`config.mk`:
```
export PLATFORM = sky130hd
export DESIGN_NAME = fp16_div_seq
export DESIGN_NICKNAME = d
export VERILOG_FILES = /design/src/rtl/fp16_div_seq.sv
export SDC_FILE = /design/constraint.sdc
export NUM_CORES = 1
export LEC_CHECK = 0
export BUFFER_PORTS_ARGS = -buffer_cell sky130_fd_sc_hd__clkbuf_2
export CELL_PAD_IN_SITES_DETAIL_PLACEMENT = 0
export CELL_PAD_IN_SITES_GLOBAL_PLACEMENT = 1
export CORE_AREA = 3 3 107 109
export DETAILED_ROUTE_END_ITERATION = 6
export DIE_AREA = 0 0 110 112
export PLACE_DENSITY = 0.95
export SYNTH_ARGS = -nofsm -noshare
export SYNTH_HDL_FRONTEND = slang
export SYNTH_SLANG_ARGS = --single-unit
```
`constraint.sdc`:
```
create_clock -name clk -period 9.2 [get_ports clk]
set_input_delay 0 -clock clk [delete_from_list [all_inputs] [get_ports clk]]
set_output_delay 0 -clock clk [all_outputs]
set_load 0.01 [all_outputs]
```
`src/rtl/fp16_div_seq.sv`:
```
// fp16_div_seq: sequential IEEE-754 binary16 divider, result = x / y.
// A restoring divider produces one quotient bit per cycle. Subnormal
// operands are flushed to zero and results that would be subnormal are
// flushed to zero as well. Only one operation is in flight at a time.
//
// Ports:
//   clk, reset_n            clock (rising edge), asynchronous active-low reset
//   x, y, roundmode         dividend, divisor, rounding mode
//                           (00 rz, 01 rne, 10 toward +inf, 11 toward -inf)
//   in_valid / in_ready     input handshake; in_ready is high only when idle
//   result, flags           quotient and {nv, dz, of, uf, nx}, both registered
//   out_valid / out_ready   output handshake; the result is held until taken
module fp16_div_seq #(
    parameter int unsigned QBITS = 13,
    parameter int unsigned BIAS  = 15
) (
    input  logic        clk,
    input  logic        reset_n,
    input  logic [15:0] x,
    input  logic [15:0] y,
    input  logic [1:0]  roundmode,
    input  logic        in_valid,
    output logic        in_ready,
    output logic [15:0] result,
    output logic [4:0]  flags,
    output logic        out_valid,
    input  logic        out_ready
);

    typedef enum logic [1:0] {S_IDLE, S_DIV, S_ROUND, S_DONE} state_t;

    localparam logic [3:0] LAST = 4'(QBITS - 1);

    state_t             r_state, w_next;
    logic [3:0]         r_cnt;
    logic [QBITS-1:0]   r_q;
    logic [11:0]        r_rem;
    logic [10:0]        r_my;
    logic signed [6:0]  r_e;
    logic               r_s;
    logic [1:0]         r_rm;
    logic [15:0]        r_result;
    logic [4:0]         r_flags;
    logic               r_out_valid;

    // Operand classification
    logic w_x_zero, w_x_inf, w_x_nan, w_x_snan;
    logic w_y_zero, w_y_inf, w_y_nan, w_y_snan;
    logic w_s, w_accept, w_special;
    logic [15:0] w_sp_res;
    logic [4:0]  w_sp_flags;

    assign w_x_zero = (x[14:10] == 5'd0);
    assign w_x_inf  = (x[14:10] == 5'd31) && (x[9:0] == 10'd0);
    assign w_x_nan  = (x[14:10] == 5'd31) && (x[9:0] != 10'd0);
    assign w_x_snan = w_x_nan && !x[9];
    assign w_y_zero = (y[14:10] == 5'd0);
    assign w_y_inf  = (y[14:10] == 5'd31) && (y[9:0] == 10'd0);
    assign w_y_nan  = (y[14:10] == 5'd31) && (y[9:0] != 10'd0);
    assign w_y_snan = w_y_nan && !y[9];
    assign w_s      = x[15] ^ y[15];
    assign w_accept = in_valid && (r_state == S_IDLE);

    // Special-case results, checked in precedence order
    always_comb begin
        w_special  = 1'b1;
        w_sp_res   = 16'h0000;
        w_sp_flags = 5'b0;
        if (w_x_nan || w_y_nan) begin
            w_sp_res      = 16'h7E00;
            w_sp_flags[4] = w_x_snan || w_y_snan;
        end else if ((w_x_zero && w_y_zero) || (w_x_inf && w_y_inf)) begin
            w_sp_res      = 16'h7E00;
            w_sp_flags[4] = 1'b1;
        end else if (w_x_inf) begin
            w_sp_res = {w_s, 15'h7C00};
        end else if (w_y_zero) begin
            w_sp_res      = {w_s, 15'h7C00};
            w_sp_flags[3] = 1'b1;
        end else if (w_x_zero || w_y_inf) begin
            w_sp_res = {w_s, 15'h0000};
        end else begin
            w_special = 1'b0;
        end
    end

    // Restoring step: after subtraction the remainder is below the divisor,
    // so 11 bits hold it and the shifted value never overflows 12 bits.
    logic        w_ge;
    logic [10:0] w_rem_sub;
    assign w_ge      = (r_rem >= {1'b0, r_my});
    assign w_rem_sub = 11'(r_rem - {1'b0, r_my});

    // Normalise and round
    logic              w_norm, w_g, w_st, w_inc, w_ovf_inf;
    logic [10:0]       w_sig, w_sig_r;
    logic [11:0]       w_sum;
    logic signed [6:0] w_e, w_e_r;
    logic [15:0]       w_rnd_res;
    logic [4:0]        w_rnd_flags;

    always_comb begin
        w_norm = r_q[12];
        if (w_norm) begin
            w_sig = r_q[12:2];
            w_g   = r_q[1];
            w_st  = r_q[0] | (|r_rem);
            w_e   = r_e;
        end else begin
            w_sig = r_q[11:1];
            w_g   = r_q[0];
            w_st  = |r_rem;
            w_e   = r_e - 7'sd1;
        end
        case (r_rm)
            2'b00:   w_inc = 1'b0;
            2'b01:   w_inc = w_g & (w_st | w_sig[0]);
            2'b10:   w_inc = !r_s & (w_g | w_st);
            default: w_inc = r_s & (w_g | w_st);
        endcase
        w_sum = {1'b0, w_sig} + {11'd0, w_inc};
        if (w_sum[11]) begin
            w_sig_r = 11'h400;
            w_e_r   = w_e + 7'sd1;
        end else begin
            w_sig_r = w_sum[10:0];
            w_e_r   = w_e;
        end
        w_ovf_inf = (r_rm == 2'b01) || (r_rm == 2'b10 && !r_s) || (r_rm == 2'b11 && r_s);
        if (w_e_r >= 7'sd31) begin
            w_rnd_res   = w_ovf_inf ? {r_s, 15'h7C00} : {r_s, 15'h7BFF};
            w_rnd_flags = 5'b00101;
        end else if (w_e_r <= 7'sd0) begin
            w_rnd_res   = {r_s, 15'h0000};
            w_rnd_flags = 5'b00011;
        end else begin
            w_rnd_res   = {r_s, w_e_r[4:0], w_sig_r[9:0]};
            w_rnd_flags = {4'b0, w_g | w_st};
        end
    end

    // FSM
    always_ff @(posedge clk or negedge reset_n) begin
        if (!reset_n) r_state <= S_IDLE;
        else          r_state <= w_next;
    end

    always_comb begin
        w_next = r_state;
        case (r_state)
            S_IDLE:  if (w_accept) w_next = w_special ? S_DONE : S_DIV;
            S_DIV:   if (r_cnt == LAST) w_next = S_ROUND;
            S_ROUND: w_next = S_DONE;
            S_DONE:  if (r_out_valid && out_ready) w_next = S_IDLE;
            default: w_next = S_IDLE;
        endcase
    end

    // Datapath. The result is written on entry to DONE and out_valid follows
    // one cycle later, so out_valid rises one edge after the state change.
    always_ff @(posedge clk or negedge reset_n) begin
        if (!reset_n) begin
            r_cnt       <= '0;
            r_q         <= '0;
            r_rem       <= '0;
            r_my        <= '0;
            r_e         <= '0;
            r_s         <= 1'b0;
            r_rm        <= '0;
            r_result    <= '0;
            r_flags     <= '0;
            r_out_valid <= 1'b0;
        end else begin
            case (r_state)
                S_IDLE: begin
                    if (w_accept) begin
                        r_s   <= w_s;
                        r_rm  <= roundmode;
                        r_rem <= {1'b0, 1'b1, x[9:0]};
                        r_my  <= {1'b1, y[9:0]};
                        r_q   <= '0;
                        r_cnt <= '0;
                        r_e   <= $signed({2'b00, x[14:10]}) - $signed({2'b00, y[14:10]})
                                 + $signed(7'(BIAS));
                        if (w_special) begin
                            r_result <= w_sp_res;
                            r_flags  <= w_sp_flags;
                        end
                    end
                end
                S_DIV: begin
                    r_cnt <= r_cnt + 4'd1;
                    if (w_ge) begin
                        r_q   <= {r_q[QBITS-2:0], 1'b1};
                        r_rem <= {w_rem_sub, 1'b0};
                    end else begin
                        r_q   <= {r_q[QBITS-2:0], 1'b0};
                        r_rem <= {r_rem[10:0], 1'b0};
                    end
                end
                S_ROUND: begin
                    r_result <= w_rnd_res;
                    r_flags  <= w_rnd_flags;
                end
                S_DONE: begin
                    if (!r_out_valid)   r_out_valid <= 1'b1;
                    else if (out_ready) r_out_valid <= 1'b0;
                end
                default: ;
            endcase
        end
    end

    assign in_ready  = (r_state == S_IDLE);
    assign result    = r_result;
    assign flags     = r_flags;
    assign out_valid = r_out_valid;

endmodule

```
Word-level counts from Yosys, hierarchy flattened
Cells that the tools add are included.
{ "op_classes": {"reduce_logical": 36, "n_div": 0, "magnitude_cmp": 3, "shift": 0, "mux": 49, "n_eq_ne": 13, "mul": 0, "addsub": 7, "bitwise": 7} }
{ "op_table": {"columns": ["operator", "count"], "rows": [
  ["16-bit two-way mux", 7],
  ["16-bit case mux with 2 select lines", 1],
  ["15-bit two-way mux", 2],
  ["13-bit case mux with 2 select lines", 1],
  ["12-bit two-way mux", 2],
  ["12-bit case mux with 2 select lines", 1],
  ["11-bit two-way mux", 2],
  ["10-bit zero test", 2],
  ["10-bit nonzero test", 2],
  ["1-bit two-way mux", 16],
  ["7-bit two-way mux", 2],
  ["13-bit two-way mux", 1],
  ["11-bit by 1-bit adder with 12-bit output", 1],
  ["12-bit by 11-bit greater-or-equal comparator with 1-bit output", 1],
  ["1-bit logical AND", 12],
  ["12-bit OR reduction", 1],
  ["11-bit subtractor", 1],
  ["5-bit equality test, second input constant", 2],
  ["5-bit zero test", 2],
  ["10-bit two-way mux", 1],
  ["2-bit two-way mux", 5],
  ["5-bit two-way mux", 2],
  ["5-bit case mux with 2 select lines", 1],
  ["2-bit equality test, second input constant", 4],
  ["25 further kinds", 43]
]} }
{ "word_totals": {"ram_bits": 0, "input_bits": 38, "word_cells": 126, "latch_bits": 0, "regBits": 74, "n_memories": 0, "out_inout_bits": 23, "romBits": 0} }

Logic depth before layout (Yosys ltp)
Gate-level depths: netlist (run 1).
{ "depth": {"depth_word": 12, "depth_mapped": 21, "mapped_depth_nobuf": 16} }

Worst setup path before layout (run 1)
OpenSTA, ideal clock, no wires.
{ "synth_path": {"kind": "register to register", "startpoint": "register r_q[12]", "endpoint": "register r_result[2] (netlist: result[2])", "t_arrival_ns": 3.828, "stages_incl_launch_ff": 19, "setup_slack_ns": 5.251, "synth_period_minus_slack_ns": 3.949, "n_path_buf": 6, "setup_ns": 0.121, "cell_sequence": "dfrtp_1 buf_6 buf_6 clkbuf_1 clkbuf_1 mux2_2 o211ai_1 o21ai_0 ha_1 and4_1 nand4_4 or2_2 clkbuf_1 a32o_1 a32oi_1 or2_1 o21a_1 buf_6 a22o_1"} }
{ "synth_via": {"elab_chain_cells": 10, "elab_cells_between_ends": 19, "cone_classes": "add/sub (2); order compare (2); mux (10); bitwise (5)"} }
{ "synth_lines": {"columns": ["item", "line_no", "text"], "rows": [
  ["start, declared", "36", "logic [QBITS-1:0] r_q;"],
  ["start signal, assigned", "194", "r_q <= {r_q[QBITS-2:0], 1'b1};"],
  ["start signal, assigned", "197", "r_q <= {r_q[QBITS-2:0], 1'b0};"],
  ["1-bit two-way mux / 11-bit two-way mux (equally long branches)", "104", "if (w_norm) begin"],
  ["1-bit OR (on tied branches)", "118, 119, 117", null],
  ["1-bit AND (on tied branches)", "119, 117, 118", null],
  ["1-bit case mux with 3 select lines", "115", "case (r_rm)"],
  ["11-bit by 1-bit adder with 12-bit output", "121", "w_sum = {1'b0, w_sig} + {11'd0, w_inc};"],
  ["7-bit two-way mux", "122", "if (w_sum[11]) begin"],
  ["7-bit by 1-bit less-or-equal comparator with 1-bit output", "133", "end else if (w_e_r <= 7'sd0) begin"],
  ["15-bit two-way mux", "133", null],
  ["15-bit two-way mux *", "130", "if (w_e_r >= 7'sd31) begin"],
  ["16-bit case mux with 2 select lines *", "174", "case (r_state)"],
  ["end signal, assigned", "186", "r_result <= w_sp_res;"],
  ["end signal, assigned", "202", "r_result <= w_rnd_res;"],
  ["end, declared", "42", "logic [15:0] r_result;"]
]} }
Mark *: on every way between the ends. The rest lies on a longest branch, timed or not.
A chain may end at the register's enable or synchronous reset.

Final worst setup path (run 1)
{ "layout_path": {"startpoint": "register r_q[12]", "endpoint": "register r_result[9] (netlist: result[9])"} }
The elaborated chain is that of the path after synthesis.

==> metrics.md, run 1 <==
| Metric | Value |
|---|---|
| Max-slew headroom | 0.2671 |
| Worst reg-to-reg path cell count | 16 |
| Ratio of cells with drive above 1 in the final layout | 0.1798 |
| Crit-path max cell delay | 0.67 ns |
| CP delay by family, top | simple AND/OR/NAND/NOR gates |
| Critical path data required time | between 9 and 10 ns |
| GPL Wtd Cong | about 0.9 |
| Part of the Yosys area used for sequential elements | 0.3589 |
| Area growth, synth to finish | 15.03% |
| Die area | 12,320 um2 |
| Cell area after synthesis | 5160 um2 |
| Total GRT Usage | 0.2163 |
| Initial DRC Count | 262 |
| Total CTS buffers | 9 |
| Critical path's slowest cell | dfrtp_1 |
| Nets | about 700 |
| Via count | 4,389 |
| Max frequency | 0.2359 GHz |
| Worst-margin pin slew | 1.099 ns |
| Core ar. | 10,700 um2 |
| Syn. warnings | 0 |
| DP Wirelength | between 9 and 10 mm |
| RSZ-0062 raised after global routing | no |
| Number of synthesized flops with an enable pin | 0 |
| Status | finished clean |
| P per Cell Area | 339.8 nW/um2 |
| Most frequent cells in the layout | dfrtp_1, nand2_1, clkbuf_2 |
| Fin crit share | 0.4607 |
| Final Routed Wirelength | 12.35 mm |
| Top FF cell, synth | dfrtp_1 |
| IO Pins | roughly 60 |
| Filler-free cell count of the finished design | around 770 |
| Clock sink count | 74 |
| Post-Syn Area per Cell | 9.280 um2 |
| Antenna violations before repair | 0 |
| Unique cell type count in the Yosys netlist | 62 |
| Final Hold Fails | 0 |
| Total Power | 2.017 mW |
| Crit path kind | reg -> reg |
| Minimum clock period | about 4.2 ns |
| Pin count of the biggest net entering global routing | 75 |
| Hold Path Class | in -> reg |
| Drt pass-1 iters | 4 |
| Post-synth ARST share | 1.000 |
| Commonest non-fill, non-tap cell in the layout | dfrtp_1 |
| Chip Height | 112 um |
| Placed cell count | 734 |
| Area of the multi-input gates | 3060 um2 |
| Sequential cell area | 1852 um2 |
| Design area | a little under 6000 um2 |
| Syn nets | 624 |
| Cells after Synth | 556 |
| Vias per Instance | 5.671 |
| Critical Path AT | approximately 4.5 ns |
| Fin. max-slew vios | 0 |
| Startpoint Class | flip-flop |
| Max-Cap Viols | 0 |
| Final setup TNS | 0 ns |
| H-tree Lvls | 3 |
| Flops & latches, synth | 74 |
| # resized after CTS | 0 |
| Die width | around 110 um |
| Worst setup EP type | flip-flop |
| Leak Pwr | 2.747 nW |
| Worst vdd ir | 211.8 uV |
| N_diodes | 0 |
| Detailed-route DRC error count | 0 |
| Starting Density | 0.4823 |
| Crit Path Max Fanout | 22 |
| Gr ovfl total | 0 |
| CTS tree | done |
| Skew final | roughly 0.014 ns |
| Clock Path Buffers | 2 |
| Hold depth | 3 |
| Root Driver | clkbuf_8 |
| Post-route ant nets | 0 |
| Clock Latency Late Sink | 0.37 ns |
| First-pass GRT wire length | 21.29 mm |
| IO buf count | 60 |
| Std-Cell Rows | 38 |
| Placed Area | 5533 um2 |
| Final setup vio count | 0 |
| Vias in the first global route | 4,446 |
| Post-CTS Setup Bufs | 0 |
| Stages on the worst setup path | 16 |
| Wire per inst | 15.96 um |
| CP cell instances | buf_4 > nand2_1 > nand4_1 > nor2_1 > nor2_1 > nand2_1 > o21ai_0 > ha_1 > and4_1 > nand4_4 > or2_2 > a32o_1 > a32oi_1 > or2_1 > o21a_1 > a221o_1 |
| Clock-pin slew on the worst setup and hold paths | roughly 0.080 ns |
| Fill cells | about 960 |
| Buf+Inv Stages, Crit Path | 1 |
[final cells by class]
cell class	count	area share
clock inverters	5	0.005270
clock buffers	11	0.02213
inverters	34	0.02150
multi-input cells	424	0.5156
flip-flops and latches	74	0.3120
repair buffers	86	0.09401
well taps	140	0.02951
[cell usage after synthesis (all sizes together) (4+ instances only)]
library cell | n | area share
a21o | 14 | 0.020
a21oi | 15 | 0.015
a22o | 20 | 0.034
a22oi | 9 | 0.013
a31oi | 5 | 0.0061
and2 | 6 | 0.0073
and3 | 4 | 0.0048
buf | 7 | 0.011
clkbuf | 17 | 0.012
dfrtp | 74 | 0.36
ha | 28 | 0.068
inv | 34 | 0.025
mux2 | 23 | 0.050
mux2i | 15 | 0.029
nand2 | 60 | 0.044
nand2b | 7 | 0.0085
nand3 | 14 | 0.014
nand4 | 10 | 0.015
nor2 | 26 | 0.019
nor2b | 6 | 0.0073
nor3 | 6 | 0.0058
nor4 | 13 | 0.022
o211ai | 5 | 0.0073
o21ai | 47 | 0.046
or2 | 6 | 0.0073
xnor2 | 25 | 0.042
xor2 | 16 | 0.030
[report_power, final]
| part | internal [mW] | leakage (nW) | switching [mW] | total (mW) |
|---|---|---|---|---|
| clock network | 0.0970 | 0.0831 | 0.122 | 0.219 |
| registers | 0.453 | 0.945 | 0.139 | 0.592 |
| logic | 0.523 | 1.72 | 0.683 | 1.21 |
[per-stage QoR]
| stage | hold WS (ns) | worst slack [ns] | util |
|---|---|---|---|
| after floorplan | -0.2956 | 5.251 | - |
| after global placement | 0.1959 | 5.149 | 0.5172 |
| after detailed placement | 0.2013 | 4.949 | 0.5172 |
| after CTS | 0.01238 | 4.944 | 0.5549 |
| after global routing | 0.03236 | 4.574 | 0.5549 |
| final | 0.01606 | 4.961 | 0.5549 |
[path summary, 6_finish.rpt]
| kind | start | to | slack (ns) |
|---|---|---|---|
| setup reg to reg | r_q[12] | result[9] | 4.96 |
| hold reg to reg | r_my[10] | r_my[10] | 0.46 |
| max in group asynchronous | reset_n | r_e[3] | 8.28 |
| hold / removal | x[15] | r_s | 0.02 |
| min in group asynchronous | reset_n | r_rem[11] | 0.32 |
| setup / recovery | r_q[12] | result[9] | 4.96 |
[sequential cells by signal, summed over array words and instances, names as in the netlist]
name	count
r_rm	2
result	16
r_q	13
r_cnt	4
r_state	2
r_rem	12
r_my	11
flags	5
r_e	7
out_valid	1
r_s	1
[cell families after synthesis]
logic type | count (synthesis) | share of synthesized area
simple gates | 170 | 0.1756
compound gates | 145 | 0.1901
flops | 74 | 0.3589
buf+inv | 58 | 0.04801
xor+xnor | 41 | 0.07250
mux | 38 | 0.07929
fa+ha+maj | 30 | 0.07566
[per-layer routing]
layer  global-route usage  share of wire
met3              0.04754          0.046
met2               0.3439           0.48
met1               0.2874           0.45
met5                    0              0
met4              0.07897          0.030
[repair_timing]
action | in CTS | in global routing
endpoints found under the hold margin | 97 | 0
hold buffers | 24 | 0
endpoints found under the setup margin | 0 | 0
[worst min-delay path: cells and delay by family]
| kind | cells | cell delay (ns) |
|---|---|---|
| buffers and inverters | 1 | 0.09 |
| AOI/OAI and AO/OA | 1 | 0.16 |
| xor gates and xnor gates | 1 | 0.10 |
No activity file was read; power rests on OpenSTA's default activity.
==> run 2, diff against run 1 <==
CORE_AREA = 3 3 117 119   (was 3 3 107 109)
DIE_AREA = 0 0 120 122   (was 0 0 110 112)
PLACE_DENSITY = 0.86   (was 0.95)
clock period = 3.5 ns   (was 9.2 ns; I/O delays follow)
==> run 2 against run 1 <==
Against the previous run: clock-buffer cell count increased by 3; global-route usage down 2.8 points; critical path depth is 1 lower; die area up 19%; clock power increased to 4.3 times the previous value; via count grew 0.84%; flip-flop and latch count stayed put; maximum frequency is 30% higher; critical endpoint is now result[10]; largest power group unchanged.
==> metrics.md, run 2 (same netlist as run 1, synthesis figures left out) <==
| Metric | Value |
|---|---|
| DP Wirelength | 9.879 mm |
| CTS tree | done |
| Antenna violations before repair | 0 |
| Final Hold Fails | 0 |
| Flop2flop setup slack | about 0.24 ns |
| Status | finished clean |
| Detailed-route DRC error count | 0 |
| Total Power | 5.850 mW |
| Die area | 14,640 um2 |
| Critical Path AT | 3.52 ns |
| Final Routed Wirelength | 13.25 mm |
| IO buf count | 60 |
| Area growth, synth to finish | 21.99% |
| IO Pins | roughly 60 |
| First-pass GRT wire length | between 20 and 25 mm |
| Total CTS buffers | 9 |
| Crit Path Max Fanout | 4 |
| Worst setup EP type | flip-flop |
| Final setup vio count | 0 |
| Startpoint Class | flip-flop |
| Root Driver | clkbuf_16 |
| Initial DRC Count | 261 |
| Std-Cell Rows | between 40 and 50 |
| Skew final | 0.007801 ns |
| Nets | 714 |
| Hold Path Class | in -> reg |
| H-tree Lvls | 3 |
| Max reg flops | 16 |
| Total GRT Usage | 0.1881 |
| Worst vdd ir | about 540 uV |
| P per Cell Area | 929.3 nW/um2 |
| Drt pass-1 iters | 4 |
| Leak Pwr | 2.898 nW |
| Ratio of cells with drive above 1 in the final layout | 0.2135 |
| Clock Latency Late Sink | 0.34 ns |
| CP startpoint | r_rem[1] |
| Vias per Instance | ~5.4 |
| Fill cells | approximately 1,200 |
| Post-route ant nets | 0 |
| N_diodes | 0 |
| Via count | 4,426 |
| Clock-pin slew on the worst setup and hold paths | around 0.060 ns |
| Core ar. | 12,670 um2 |
| Min-Delay Endpoint | flags[3] |
| Vias in the first global route | 4,404 |
| Max-slew headroom | 0.3781 |
| Reg2reg start | r_rem[1] |
| R2r endpoint | result[10] |
| Hold depth | 4 |
| Wire per inst | around 16 um |
| Most frequent cells in the layout | dfrtp_1, nand2_1, clkbuf_2 |
| Fin. max-slew vios | 0 |
| Worst reg-to-reg path cell count | 15 |
| Gr ovfl total | 0 |
| Fin crit share | 0.9316 |
| Die width | 120 um |
| RSZ-0062 raised after global routing | no |
| Clock Path Buffers | 2 |
| HP Start | y[14] |
| Chip Height | 122 um |
| Commonest non-fill, non-tap cell in the layout | dfrtp_1 |
| Worst-margin pin slew | around 0.93 ns |
| Max-Cap Viols | 0 |
| Max frequency | 0.3067 GHz |
| Pin count of the biggest net entering global routing | 75 |
| Crit path kind | reg -> reg |
| Final setup TNS | 0 ns |
| Critical path data required time | 3.76 ns |
| GPL Wtd Cong | 0.9291 |
| Starting Density | 0.4072 |
| Clock sink count | 74 |
| Minimum clock period | between 3 and 4 ns |
[run 2: cell count changes in the layout (fill, tap and decap cells not counted), sizes merged]
cell / delta
clkinv: -3
bufinv: +1
clkbuf: +3
clkinvlp: -1
dlygate4sd3: +1
buf: +16
[run 2: area by class of cell]
| class | instances | area (um2) | share of cell area |
|---|---|---|---|
| Inverter | 34 | 127.6 | 0.02027 |
| Multi-Input combinational cell | 424 | 3113 | 0.4945 |
| Sequential cell | 74 | 1852 | 0.2942 |
| Clock buffer | 14 | 264.0 | 0.04194 |
| Timing Repair Buffer | 103 | 688.2 | 0.1093 |
| Tap cell | 172 | 215.2 | 0.03419 |
| Clock inverter | 2 | 35.03 | 0.005565 |
[run 2: worst max-delay path, cell delays in order (launching register included)]
cell,delay (ns)
dfrtp_1,0.43
nor4_2,0.35
nand4_1,0.17
nor2_1,0.16
nor2_1,0.05
nand2_1,0.06
o21ai_1,0.07
ha_2,0.21
and2_1,0.17
nand4_1,0.14
a2111oi_2,0.06
a32o_1,0.30
a32oi_2,0.25
buf_4,0.15
or3b_2,0.43
a21oi_1,0.18
[run 2: timing repair]
| action | 4_1_cts | 5_1_grt |
|---|---|---|
| hold buffers | 25 | 0 |
| setup endpoints to repair | 0 | 15 |
| resized for setup | 0 | 9 |
| buffers inserted | 0 | 6 |
| endpoints found under the hold margin | 98 | 0 |
[run 2: metal layers]
metal / wire length, um / part of all wire / track usage
met1: 6159 / 0.46 / 0.2498
met2: 6217 / 0.47 / 0.3059
met3: 637 / 0.048 / 0.04085
met4: 238 / 0.018 / 0.06299
met5: 0 / 0 / 0
[run 2: worst max-delay path by stage]
stage	to	slack, ns	depth (start not counted)
final	result[10]	0.24	15
after CTS	result[9]	0.05	14
after global routing	result[10]	0.003	15
after detailed placement	result[9]	0.07	14
after floorplan	result[2]	0.004	18
after global placement	result[13]	0.07	11
[run 2: stage by stage]
stage | area [um2] | std cells | worst slack, ns | utilization | hold WS, ns
after floorplan | 5224 | 556 | 0.004442 | - | -0.2956
after global placement | 5667 | 776 | 0.06565 | 0.4472 | 0.2068
after detailed placement | 5667 | 776 | 0.06501 | 0.4472 | 0.2203
after CTS | 6216 | 817 | 0.05127 | 0.4906 | 0.01094
after global routing | 6295 | 823 | 0.003486 | 0.4968 | 0.03728
final | 6295 | 823 | 0.2393 | 0.4968 | 0.01706
[run 2: power by group]
part	switching (mW)	internal, mW	leakage (nW)
logic	1.90	1.48	1.81
registers	0.343	1.19	0.945
clock network	0.343	0.590	0.147
